**config.mk**
```make
export PLATFORM = sky130hd
export DESIGN_NAME = alu_seq_ctrl_flat
export DESIGN_NICKNAME = d
export VERILOG_FILES = /design/src/rtl/alu_seq_ctrl_if.sv /design/src/rtl/alu_seq_ctrl.sv /design/src/flat_wrapper.sv
export SDC_FILE = /design/constraint.sdc
export NUM_CORES = 1
export LEC_CHECK = 0
export ABC_AREA = 1
export CAP_MARGIN = 20
export CORE_UTILIZATION = 25
export DETAILED_ROUTE_END_ITERATION = 8
export DONT_BUFFER_PORTS = 1
export GPL_ROUTABILITY_DRIVEN = 0
export GPL_TIMING_DRIVEN = 0
export PLACE_DENSITY = 0.43
export SLEW_MARGIN = 10
export SYNTH_ARGS = -nofsm -noshare
export SYNTH_HDL_FRONTEND = slang
export SYNTH_SLANG_ARGS = --single-unit
```
**constraint.sdc**
```tcl
create_clock -name clock -period 1.6 [get_ports clock]
set_input_delay 0.32 -clock clock [delete_from_list [all_inputs] [get_ports clock]]
set_output_delay 0.32 -clock clock [all_outputs]
set_load 0.02 [all_outputs]
```
**src/rtl/alu_seq_ctrl_if.sv**
```systemverilog
// Request, nibble-ALU and response signals between the decoder, the sequencer and the nibble ALU.
// The slave side is the sequencer; the master side is the decoder plus the nibble ALU.
interface alu_seq_ctrl_if #(
    parameter int NIB_W = 4
);
    logic                 req_valid;
    logic                 req_ready;
    logic [2:0]           req_op;
    logic                 req_wide;
    logic [4*NIB_W-1:0]   req_a;
    logic [4*NIB_W-1:0]   req_b;
    logic [3:0]           req_flags;

    logic [NIB_W-1:0]     alu_a;
    logic [NIB_W-1:0]     alu_b;
    logic [2:0]           alu_op;
    logic                 alu_c_in;
    logic [NIB_W-1:0]     alu_out;
    logic                 alu_c_out;

    logic                 resp_valid;
    logic [4*NIB_W-1:0]   resp_result;
    logic [3:0]           resp_flags;
    logic                 resp_we;

    modport slave (
        input  req_valid, req_op, req_wide, req_a, req_b, req_flags,
        input  alu_out, alu_c_out,
        output req_ready,
        output alu_a, alu_b, alu_op, alu_c_in,
        output resp_valid, resp_result, resp_flags, resp_we
    );

    modport master (
        output req_valid, req_op, req_wide, req_a, req_b, req_flags,
        output alu_out, alu_c_out,
        input  req_ready,
        input  alu_a, alu_b, alu_op, alu_c_in,
        input  resp_valid, resp_result, resp_flags, resp_we
    );
endinterface

```
**src/rtl/alu_seq_ctrl.sv**
```systemverilog
// Sequences the nibble ALU through 2 (8-bit) or 4 (16-bit add) nibble steps and builds Z/N/H/C flags.
// Response pulses 3 / 5 cycles after accept; one request in flight, req_ready only while idle.
module alu_seq_ctrl #(
    parameter int NIB_W = 4
) (
    input  logic           clock,
    input  logic           reset_n,
    alu_seq_ctrl_if.slave  bus
);
    localparam int W = 4 * NIB_W;

    localparam logic [2:0] OP_ADD = 3'd0;
    localparam logic [2:0] OP_ADC = 3'd1;
    localparam logic [2:0] OP_SUB = 3'd2;
    localparam logic [2:0] OP_SBC = 3'd3;
    localparam logic [2:0] OP_AND = 3'd4;
    localparam logic [2:0] OP_CP  = 3'd7;

    typedef enum logic [2:0] {
        IDLE = 3'd0,
        N0   = 3'd1,
        N1   = 3'd2,
        N2   = 3'd3,
        N3   = 3'd4,
        DONE = 3'd5
    } state_t;

    state_t            state;
    logic [2:0]        op_q;
    logic              wide_q;
    logic [W-1:0]      a_q;
    logic [W-1:0]      b_q;
    logic [W-1:0]      res_q;
    logic              z_q;
    logic              c_q;
    logic              chain_c;
    logic              h_q;

    logic [1:0]        nib_idx;
    logic [NIB_W-1:0]  a_nib;
    logic [NIB_W-1:0]  b_nib;
    logic [2*NIB_W-1:0] byte_res;
    logic [W-1:0]      wide_res;
    logic              is_sub;
    logic              is_arith;

    assign bus.req_ready = (state == IDLE);

    assign is_sub   = (op_q == OP_SUB) || (op_q == OP_SBC) || (op_q == OP_CP);
    assign is_arith = !op_q[2] || (op_q == OP_CP);

    // Final nibble is still on alu_out at the last step's edge, so splice it in directly.
    assign byte_res = {bus.alu_out, res_q[NIB_W-1:0]};
    assign wide_res = {bus.alu_out, res_q[3*NIB_W-1:0]};

    always_comb begin
        nib_idx = 2'd0;
        case (state)
            N1:      nib_idx = 2'd1;
            N2:      nib_idx = 2'd2;
            N3:      nib_idx = 2'd3;
            default: nib_idx = 2'd0;
        endcase
    end

    assign a_nib = a_q[nib_idx*NIB_W +: NIB_W];
    assign b_nib = b_q[nib_idx*NIB_W +: NIB_W];

    always_comb begin
        bus.alu_a    = '0;
        bus.alu_b    = '0;
        bus.alu_op   = OP_ADD;
        bus.alu_c_in = 1'b0;
        case (state)
            N0: begin
                bus.alu_a    = a_nib;
                bus.alu_b    = b_nib;
                bus.alu_op   = wide_q ? OP_ADD : op_q;
                bus.alu_c_in = !wide_q && ((op_q == OP_ADC) || (op_q == OP_SBC)) && c_q;
            end
            N1, N2, N3: begin
                bus.alu_a    = a_nib;
                bus.alu_b    = b_nib;
                // Upper nibbles always chain: add/sub become their carry-in forms.
                if (wide_q || op_q == OP_ADD)
                    bus.alu_op = OP_ADC;
                else if (op_q == OP_SUB)
                    bus.alu_op = OP_SBC;
                else
                    bus.alu_op = op_q;
                bus.alu_c_in = chain_c;
            end
            default: ;
        endcase
    end

    always_ff @(posedge clock or negedge reset_n) begin
        if (!reset_n) begin
            state           <= IDLE;
            op_q            <= '0;
            wide_q          <= 1'b0;
            a_q             <= '0;
            b_q             <= '0;
            res_q           <= '0;
            z_q             <= 1'b0;
            c_q             <= 1'b0;
            chain_c         <= 1'b0;
            h_q             <= 1'b0;
            bus.resp_valid  <= 1'b0;
            bus.resp_result <= '0;
            bus.resp_flags  <= '0;
            bus.resp_we     <= 1'b0;
        end else begin
            bus.resp_valid <= 1'b0;
            case (state)
                IDLE: begin
                    if (bus.req_valid) begin
                        op_q   <= bus.req_op;
                        wide_q <= bus.req_wide;
                        a_q    <= bus.req_a;
                        b_q    <= bus.req_b;
                        z_q    <= bus.req_flags[3];
                        c_q    <= bus.req_flags[0];
                        state  <= N0;
                    end
                end
                N0: begin
                    res_q[NIB_W-1:0] <= bus.alu_out;
                    chain_c          <= bus.alu_c_out;
                    h_q              <= bus.alu_c_out;
                    state            <= N1;
                end
                N1: begin
                    res_q[2*NIB_W-1:NIB_W] <= bus.alu_out;
                    chain_c                <= bus.alu_c_out;
                    if (wide_q) begin
                        state <= N2;
                    end else begin
                        bus.resp_valid  <= 1'b1;
                        bus.resp_result <= {{(W-2*NIB_W){1'b0}}, byte_res};
                        bus.resp_flags  <= {(byte_res == '0), is_sub,
                                            is_arith ? h_q : (op_q == OP_AND),
                                            is_arith & bus.alu_c_out};
                        bus.resp_we     <= (op_q != OP_CP);
                        state           <= DONE;
                    end
                end
                N2: begin
                    res_q[3*NIB_W-1:2*NIB_W] <= bus.alu_out;
                    chain_c                  <= bus.alu_c_out;
                    h_q                      <= bus.alu_c_out;
                    state                    <= N3;
                end
                N3: begin
                    res_q[W-1:3*NIB_W] <= bus.alu_out;
                    chain_c            <= bus.alu_c_out;
                    bus.resp_valid     <= 1'b1;
                    bus.resp_result    <= wide_res;
                    bus.resp_flags     <= {z_q, 1'b0, h_q, bus.alu_c_out};
                    bus.resp_we        <= 1'b1;
                    state              <= DONE;
                end
                DONE:    state <= IDLE;
                default: state <= IDLE;
            endcase
        end
    end
endmodule

```
**src/flat_wrapper.sv**
```systemverilog
// flat-port wrapper written by rule: the top's interface ports become plain ports
module alu_seq_ctrl_flat 
#(
    parameter int NIB_W = 4
)
  (clock, reset_n, bus_req_valid, bus_req_op, bus_req_wide, bus_req_a, bus_req_b, bus_req_flags, bus_alu_out, bus_alu_c_out, bus_req_ready, bus_alu_a, bus_alu_b, bus_alu_op, bus_alu_c_in, bus_resp_valid, bus_resp_result, bus_resp_flags, bus_resp_we);
  alu_seq_ctrl_if #(.NIB_W(NIB_W)) bus_i ();
  input  logic clock;
  input  logic reset_n;
  input wire logic [$bits(bus_i.req_valid)-1:0] bus_req_valid;
  input wire logic [$bits(bus_i.req_op)-1:0] bus_req_op;
  input wire logic [$bits(bus_i.req_wide)-1:0] bus_req_wide;
  input wire logic [$bits(bus_i.req_a)-1:0] bus_req_a;
  input wire logic [$bits(bus_i.req_b)-1:0] bus_req_b;
  input wire logic [$bits(bus_i.req_flags)-1:0] bus_req_flags;
  input wire logic [$bits(bus_i.alu_out)-1:0] bus_alu_out;
  input wire logic [$bits(bus_i.alu_c_out)-1:0] bus_alu_c_out;
  output wire logic [$bits(bus_i.req_ready)-1:0] bus_req_ready;
  output wire logic [$bits(bus_i.alu_a)-1:0] bus_alu_a;
  output wire logic [$bits(bus_i.alu_b)-1:0] bus_alu_b;
  output wire logic [$bits(bus_i.alu_op)-1:0] bus_alu_op;
  output wire logic [$bits(bus_i.alu_c_in)-1:0] bus_alu_c_in;
  output wire logic [$bits(bus_i.resp_valid)-1:0] bus_resp_valid;
  output wire logic [$bits(bus_i.resp_result)-1:0] bus_resp_result;
  output wire logic [$bits(bus_i.resp_flags)-1:0] bus_resp_flags;
  output wire logic [$bits(bus_i.resp_we)-1:0] bus_resp_we;
  assign bus_i.req_valid = bus_req_valid;
  assign bus_i.req_op = bus_req_op;
  assign bus_i.req_wide = bus_req_wide;
  assign bus_i.req_a = bus_req_a;
  assign bus_i.req_b = bus_req_b;
  assign bus_i.req_flags = bus_req_flags;
  assign bus_i.alu_out = bus_alu_out;
  assign bus_i.alu_c_out = bus_alu_c_out;
  assign bus_req_ready = bus_i.req_ready;
  assign bus_alu_a = bus_i.alu_a;
  assign bus_alu_b = bus_i.alu_b;
  assign bus_alu_op = bus_i.alu_op;
  assign bus_alu_c_in = bus_i.alu_c_in;
  assign bus_resp_valid = bus_i.resp_valid;
  assign bus_resp_result = bus_i.resp_result;
  assign bus_resp_flags = bus_i.resp_flags;
  assign bus_resp_we = bus_i.resp_we;
  alu_seq_ctrl #(.NIB_W(NIB_W)) u_core (.clock(clock), .reset_n(reset_n), .bus(bus_i));
endmodule
```
Word-level counts from Yosys, hierarchy flattened

Cells that the tools add are included.
Widths: inputs -> output; s select.

Flip-flop bits (word level): 77
Input port bits: 48
Word-level logic and storage cells: 69

Eq/ne operators: 12
Shift-type cells: 2
Muxes and demuxes: 20
Bitwise gates (word level): 1
Reduce and logical (&&, ||, !) cells: 18

Operator list:

| cell               | count |
|---|---|
| $pmux 16 s2        | 1 |
| $shiftx 16x5->4    | 2 |
| $mux 16            | 1 |
| $mux 3             | 5 |
| $pmux 3 s5         | 1 |
| $eq 3x2->1 const B | 4 |
| $mux 4             | 3 |
| $eq 3x3->1 const B | 3 |
| $logic_not 8->1    | 1 |
| $pmux 4 s2         | 1 |
| $eq 3x1->1 const B | 2 |
| $logic_not 3->1    | 2 |
| $pmux 1 s2         | 3 |
| $pmux 2 s3         | 1 |
| $pmux 3 s2         | 1 |
| $logic_or 1x1->1   | 5 |
| $ne 2x2->1 const B | 2 |
| $reduce_and 2->1   | 2 |
| $reduce_or 4->1    | 1 |
| $mux 1             | 3 |
| $ne 3x3->1 const B | 1 |
| $reduce_or 3->1    | 1 |
| $logic_and 1x1->1  | 2 |
| $logic_not 1->1    | 2 |
| 3 further kinds    | 3 |

Depth between registers and ports, before layout

Gate-level depths: netlist (run 1).

Depth after elaboration: 5
Depth in mapped cells: 9
Mapped depth without buffers: 8

Worst setup path before layout (run 1)

Ideal clock, no wire load.

Path kind: register to output
From: register u_core.state[1]
To: output port bus_alu_a[3]
Data arrival time: 1.428 ns
Required time: 1.280 ns
Path slack: -0.148 ns
Cell stages (with the launch flop): 8
Cell sequence: dfrtp_1 -> clkbuf_2 -> nor2_4 -> nand2_4 -> buf_2 -> nand3b_1 -> nand3_1 -> a21oi_1

Cells in the longest elaborated chain, start to end: 4
Elaborated cells on any way between the ends: 8
Classes of those cells: 4 x eq/ne; 1 x shift; 2 x mux; 1 x reduce/logical

Ends and longest elaborated chain:

| item                                            | RTL line            | RTL |
|---|---|---|
| start, declared                                 | alu_seq_ctrl.sv:28  | `state_t state;` |
| start signal, assigned                          | alu_seq_ctrl.sv:99  | `state <= IDLE;` |
| start signal, assigned                          | alu_seq_ctrl.sv:124 | `state <= N0;` |
| start signal, assigned                          | alu_seq_ctrl.sv:131 | `state <= N1;` |
| $eq 3x3->1 / $eq 3x2->1 (equally long branches) | n/a                 |  |
| $pmux 2 s3                                      | alu_seq_ctrl.sv:58  | `case (state)` |
| $shiftx 16x5->4                                 | alu_seq_ctrl.sv:66  | `assign a_nib = a_q[nib_idx*NIB_W +: NIB_W];` |
| $mux 4 *                                        | alu_seq_ctrl.sv:74  | `case (state)` |
| end, declared                                   | flat_wrapper.sv:19  | `output wire logic [$bits(bus_i.alu_a)-1:0] bus_alu_a;` |

Every way passes the cells marked *; elsewhere a longest branch is shown, timed or not.

Final worst setup path (run 1)

From: register u_core.state[1]
To: output port bus_alu_a[2]

Same word-level chain as after synthesis.

==> flow_summary.json, run 1 <==
{
  "outcome": "finished, violations left",
  "violations": "negative hold slack, negative setup slack",
  "drc_errors": 0,
  "rows": 42,
  "synth.avg_cell_area_um2": 8.54,
  "required_ns": 1.28,
  "irDropWorstVdd_uv": 703,
  "syn_area_um2": 3500,
  "cts.reportedPaths.clkPinSlew_ns": 0.06,
  "cts_sinks": 77,
  "worst_skew_pair.late_latency_ns": 0.34,
  "synth_flop_cell": "dfrtp_1",
  "n_antenna_cell": 0,
  "area_delta_synth_final_pct": 40.2,
  "path_class": "reg -> out",
  "hold_viol": 77,
  "maxSlewViolCount": 0,
  "worst_slack_ns": -0.505,
  "drive_gt1_share_pct": 28.0,
  "synth_cells": 410,
  "start_util_pct": 26.0,
  "start_kind": "flop",
  "ant_nets": 0,
  "wl_per_cell_um": 16.4,
  "pwr-share-seq_pct": 31.8,
  "setup_viol": 47,
  "dieWidth_um": 120,
  "p_switching_mw": 5.06,
  "switching_share_pct": 43.1,
  "cts_max_path_buffers": 2,
  "worstMarginPinSlew_ns": 0.804,
  "yosys-top-cells-area": "dfrtp_1, nand2_1, nand3_1",
  "synth_edf_count": 0,
  "via_count": 2899,
  "power.share.combinational_pct": 50.3,
  "cp_max_fo": 10,
  "grt_pass1_wl_mm": 15.4,
  "grt_pass1_vias": 2885,
  "ys.warnings.count": 0,
  "synth_seq_cells": 77,
  "vias_per_cell": 4.56,
  "stdcell_count": 636,
  "crit_path_end_kind": "primary output",
  "synth_area_leader_cell": "dfrtp_1",
  "htreeDepth": 3,
  "antenna_found_initial": 0,
  "die_y_um": 120,
  "dp.cells": 586,
  "hold_ws_ns": -0.332,
  "clkPwrFrac_pct": 18.0,
  "grt_max_degree": 78,
  "initialDrtViolationCount": 168,
  "synth_top_area_share_pct": 55.0,
  "p_total_mw": 11.7,
  "clockRootBuffer": "clkbuf_16",
  "yosysSeqAreaShare_pct": 55.0,
  "p_leak_nw": 2.33,
  "die_area_um2": 14500,
  "fin_crit_sh_pct": 132,
  "rsz0062_at_grt": "yes",
  "period_needed_ns": 2.11,
  "grt_util_all_layers_pct": 14.1,
  "routed_wl_mm": 10.4,
  "synthArstFlopShare_pct": 100,
  "p_int_mw": 6.67,
  "cts_made_buffers": 9,
  "drt-pass1-iter-count": 4,
  "slew_headroom_pct": 46.4,
  "hpwl_mm": 6.88,
  "synth_fp_nets": 458,
  "core_area_um2": 13500,
  "arrival_ns": 1.79,
  "nNetsFinal": 503,
  "hold_path_class": "in -> async",
  "synth_cell_types": 23,
  "power_density_nw_per_um2": 2390,
  "finClkSkew_ns": 0.00437,
  "cts_tree": "yes",
  "maxCapViolations": 0,
  "clock.fmax_ghz": 0.475,
  "port_buffers": 0,
  "io_pins": 83,
  "globalRouteOverflowTotal": 0
}
-- per-stage QoR --
stage / TNS, ns / hold slack, ns / worst slack, ns / util, % / cell area (um2)
2_1_floorplan: -0.0138 / 0.0244 / -0.00296 / - / 3570
3_3_place_gp: -2.79 / 0.0261 / -0.314 / 28.2 / 3790
3_5_place_dp: -2.95 / 0.0260 / -0.335 / 28.2 / 3790
4_1_cts: -5.19 / -0.340 / -0.490 / 32.4 / 4360
5_1_grt: -12.52 / -0.348 / -0.610 / 36.5 / 4910
6_report: -6.06 / -0.332 / -0.505 / 36.5 / 4910
-- worst paths after layout --
| check | from | endpoint | slack, ns | cells after the start |
|---|---|---|---|---|
| max | u_core.state[1] | bus_alu_a[2] | -0.51 | 7 |
| min | reset_n | u_core.bus.resp_flags[3] | -0.33 | 0 |
| max reg2reg | u_core.state[1] | u_core.b_q[13] | -0.05 | 10 |
| min reg2reg | u_core.b_q[10] | u_core.b_q[10] | 0.47 | 2 |
| max in group asynchronous | reset_n | u_core.op_q[0] | 1.73 | 0 |
| min in group clock | bus_req_b[10] | u_core.b_q[10] | 0.12 | 2 |
-- flip-flops by register name, summed over array words and instances, names as in the netlist, 3 cells and up --
name	count
u_core.state	3
u_core.a_q	16
u_core.op_q	3
u_core.b_q	16
u_core.bus.resp_result	16
u_core.bus.resp_flags	4
u_core.res_q	12
-- cell families (layout without fill, tap and decap cells) --
group / after synthesis / in the layout / share of synthesized area, %
multiplexers: 1 / 1 / 0.321
AND/OR/NAND/NOR: 209 / 211 / 27.4
AO/OA/AOI/OAI: 66 / 66 / 9.86
buffers and inverters: 57 / 105 / 7.46
flip-flops: 77 / 77 / 55.0
-- cell usage after synthesis, types with 3 or more instances --
| cell type | count |
|---|---|
| nand2_1 | 117 |
| inv_2 | 5 |
| nand2_4 | 3 |
| a21oi_1 | 32 |
| nand3_1 | 37 |
| buf_6 | 4 |
| dfrtp_1 | 77 |
| o21ai_0 | 28 |
| buf_2 | 13 |
| nand2_2 | 4 |
| nand3b_1 | 14 |
| nor2_1 | 28 |
| inv_1 | 32 |
| a22o_1 | 4 |
-- worst max-delay path, cell delays in order, from the launching register on --
cell	delay, ns
dfrtp_1	0.38
buf_8	0.14
nor2_4	0.16
nand2_8	0.12
buf_6	0.17
nand3b_1	0.11
nand3_2	0.10
a21oi_4	0.25
-- power groups by stage --
stage               Combinational, mW  Sequential [mW]  Clock (mW)
floorplan                        3.16             3.56           0
global placement                 3.91             3.73           0
detailed placement               3.97             3.74           0
CTS                              4.73             3.72        2.15
global route                     6.45             3.86        2.23
finish                           5.89             3.73        2.11
-- final cells by class --
| type | count | area, um2 |
|---|---|---|
| fillers | 1425 | 8540 |
| flip-flops and latches | 77 | 1930 |
| multi-input cells | 278 | 1650 |
| repair buffers | 32 | 412 |
| clock buffers | 11 | 253 |
| plain buffers | 20 | 241 |
| well taps | 176 | 220 |
| inverters | 37 | 154 |
| clock inverters | 5 | 57.6 |
-- routing by layer --
metal | share of wire, % | global-route usage, % | vias to the layer above
li1 | - | - | 1416
met1 | 43 | 17.1 | 1394
met2 | 49 | 22.9 | 79
met3 | 7.5 | 6.08 | 10
met4 | 0.83 | 3.94 | 0
met5 | 0 | 0 | -
-- layout by cell type (no fill, tap or decap), types with 9 or more instances in the layout --
master     synthesis  routed
nor2_2             0      14
o21ai_0           28      21
nor2_1            28      11
inv_1             32      31
o21ai_1            2       9
buf_8              0      12
clkbuf_16          0      17
nand3_2            1       9
dfrtp_1           77      75
buf_4              0      20
a21oi_1           32      23
nand3b_1          14      14
nand2_1          117     113
nand3_1           37      28
-- what timing repair did --
item                                    in CTS  in global routing
endpoints found under the setup margin      13                 67
hold endpoints to repair                    77                 77
gates resized for setup                     35                 79
buffers inserted                            11                 11
gates cloned                                 1                 11
pin swaps                                   13                 27
No activity file was read; power rests on OpenSTA's default activity.
==> run 2: changes to the inputs <==
--- a/config.mk
+++ b/config.mk
@@ -7,10 +7,10 @@
 export LEC_CHECK = 0
 export ABC_AREA = 1
 export CAP_MARGIN = 20
+export CORE_ASPECT_RATIO = 1.1
 export CORE_UTILIZATION = 25
 export DETAILED_ROUTE_END_ITERATION = 8
 export DONT_BUFFER_PORTS = 1
-export GPL_ROUTABILITY_DRIVEN = 0
 export GPL_TIMING_DRIVEN = 0
 export PLACE_DENSITY = 0.43
 export SLEW_MARGIN = 10
==> flow_summary.json, run 2 (synthesis gave the netlist of run 1 again) <==
{
  "reg_top3": "u_core.a_q: 16 flops, u_core.b_q: 16 flops, u_core.bus.resp_result: 16 flops",
  "drt-pass1-iter-count": 4,
  "globalRouteOverflowTotal": 0,
  "ant_nets": 0,
  "finalSetupTns_ns": -9.11,
  "port_buffers": 0,
  "die_y_um": 126,
  "clockRootBuffer": "clkbuf_16",
  "placed_area_um2": 3800,
  "grt_max_degree": 78,
  "antenna_found_initial": 0,
  "cp_max_fo": 7,
  "cpPeakStageDelay_ns": 0.38,
  "path_common_cell": "buf_8",
  "power_density_nw_per_um2": 2390,
  "clock.fmax_ghz": 0.482,
  "worstMarginPinSlew_ns": 0.804,
  "stdcell_count": 639,
  "cp_cell_sequence": "buf_8, nor2_4, nand2_8, buf_8, nand3b_1, nand3_2, a21oi_4",
  "via_count": 2849,
  "irDropWorstVdd_uv": 1020,
  "routabilityCongestion": 0.801,
  "core_area_um2": 13700,
  "hpwl_mm": 6.91,
  "slew_headroom_pct": 46.4,
  "dieWidth_um": 115,
  "layout_commonest_cell": "nand2_1",
  "path_class": "reg -> out",
  "setup_viol": 67,
  "finClkSkew_ns": 0.00725,
  "worst_skew_pair.late_latency_ns": 0.34,
  "grt_pass1_wl_mm": 15.3,
  "rows": 45,
  "arrival_ns": 1.76,
  "vias_per_cell": 4.46,
  "htreeDepth": 3,
  "routed_wl_mm": 10.1,
  "drc_errors": 0,
  "n_antenna_cell": 0,
  "grt_util_all_layers_pct": 14.2,
  "area_delta_synth_final_pct": 35.7,
  "cts_tree": "yes",
  "period_needed_ns": 2.08,
  "cts_sinks": 77,
  "start_kind": "flop",
  "p_leak_nw": 2.24,
  "nNetsFinal": 494,
  "crit_slowest_cell": "dfrtp_1",
  "drive_gt1_share_pct": 26.2,
  "fin_util_pct": 34.6,
  "cts.reportedPaths.clkPinSlew_ns": 0.06,
  "grt_pass1_vias": 2860,
  "final_area_um2": 4750,
  "final_cell_mix": "nand2_1, dfrtp_1, inv_1, o21ai_0, nand3_1",
  "outcome": "finished, violations left",
  "hold_viol": 77,
  "violations": "negative hold slack, negative setup slack",
  "crit_path_end_kind": "primary output",
  "rsz0062_at_grt": "yes",
  "wl_per_cell_um": 15.8,
  "cts_max_path_buffers": 2,
  "dp.cells": 598,
  "maxCapViolations": 0,
  "fin_crit_sh_pct": 130,
  "hold_path_class": "in -> async",
  "required_ns": 1.28,
  "worst_slack_ns": -0.476,
  "maxSlewViolCount": 0,
  "pre_cts_slack_ns": -0.318,
  "cts_made_buffers": 9,
  "hold_ws_ns": -0.329,
  "io_pins": 83,
  "start_util_pct": 25.5,
  "initialDrtViolationCount": 105,
  "die_area_um2": 14500
}
-- run 2: changes by cell type in the layout (fill, tap and decap cells not counted), sizes merged, moves of 2 or more --
cell / delta
buf: -3
clkbuf: -7
clkinv: -2
clkinvlp: +3
-- run 2: final cells by class --
class / count / area [um2]
Buffer: 20 / 238
Tap cell: 188 / 235
Inverter: 37 / 149
Fill cell: 1501 / 8980
Sequential cell: 77 / 1930
Clock buffer: 10 / 229
Multi-Input combinational cell: 277 / 1630
Clock inverter: 6 / 87.6
Timing Repair Buffer: 24 / 259
-- run 2: critical path, delay by kind of cell (launching register included) --
family / cells / cell delay, ns
DFF: 1 / 0.38
buffers and inverters: 2 / 0.30
and+or+nand+nor: 4 / 0.48
AOI/OAI and AO/OA: 1 / 0.25
-- run 2: worst paths after layout --
check	slack, ns	cells after the start	endpoint	startpoint
setup reg to reg	-0.14	11	u_core.a_q[7]	u_core.state[1]
min in group clock	0.12	2	u_core.a_q[9]	bus_req_a[9]
max in group asynchronous	1.80	0	u_core.state[2]	reset_n
setup / recovery	-0.48	7	bus_alu_a[2]	u_core.state[1]
hold / removal	-0.33	0	u_core.bus.resp_flags[3]	reset_n
hold reg to reg	0.47	2	u_core.b_q[9]	u_core.b_q[9]
-- run 2: report_power, final --
group / switching, mW / internal [mW] / total (mW)
registers: 0.857 / 2.86 / 3.72
clock network: 0.814 / 1.36 / 2.18
logic: 3.23 / 2.25 / 5.48
total: 4.90 / 6.48 / 11.4
-- run 2: timing repair --
action                                 CTS  global route
buffers inserted                        10             8
gates resized for setup                 49            50
pin swaps                               15            12
endpoints found under the hold margin   77            77
setup endpoints to repair               14            67
gates cloned                             3             4
-- run 2: stage by stage --
| stage | power [mW] | hold slack (ns) |
|---|---|---|
| 2_1_floorplan | 6.72 | 0.0244 |
| 3_3_place_gp | 7.65 | 0.0265 |
| 3_5_place_dp | 7.72 | 0.0260 |
| 4_1_cts | 10.8 | -0.341 |
| 5_1_grt | 12.2 | -0.345 |
| 6_report | 11.4 | -0.329 |
-- run 2: metal layers --
| metal | global-route usage (%) | vias up | part of all wire [%] |
|---|---|---|---|
| met5 | 0 | - | 0 |
| met4 | 3.67 | 0 | 1.1 |
| met3 | 5.58 | 9 | 7.8 |
| met2 | 23.6 | 88 | 50 |
| met1 | 16.8 | 1365 | 41 |
| li1 | - | 1387 | - |
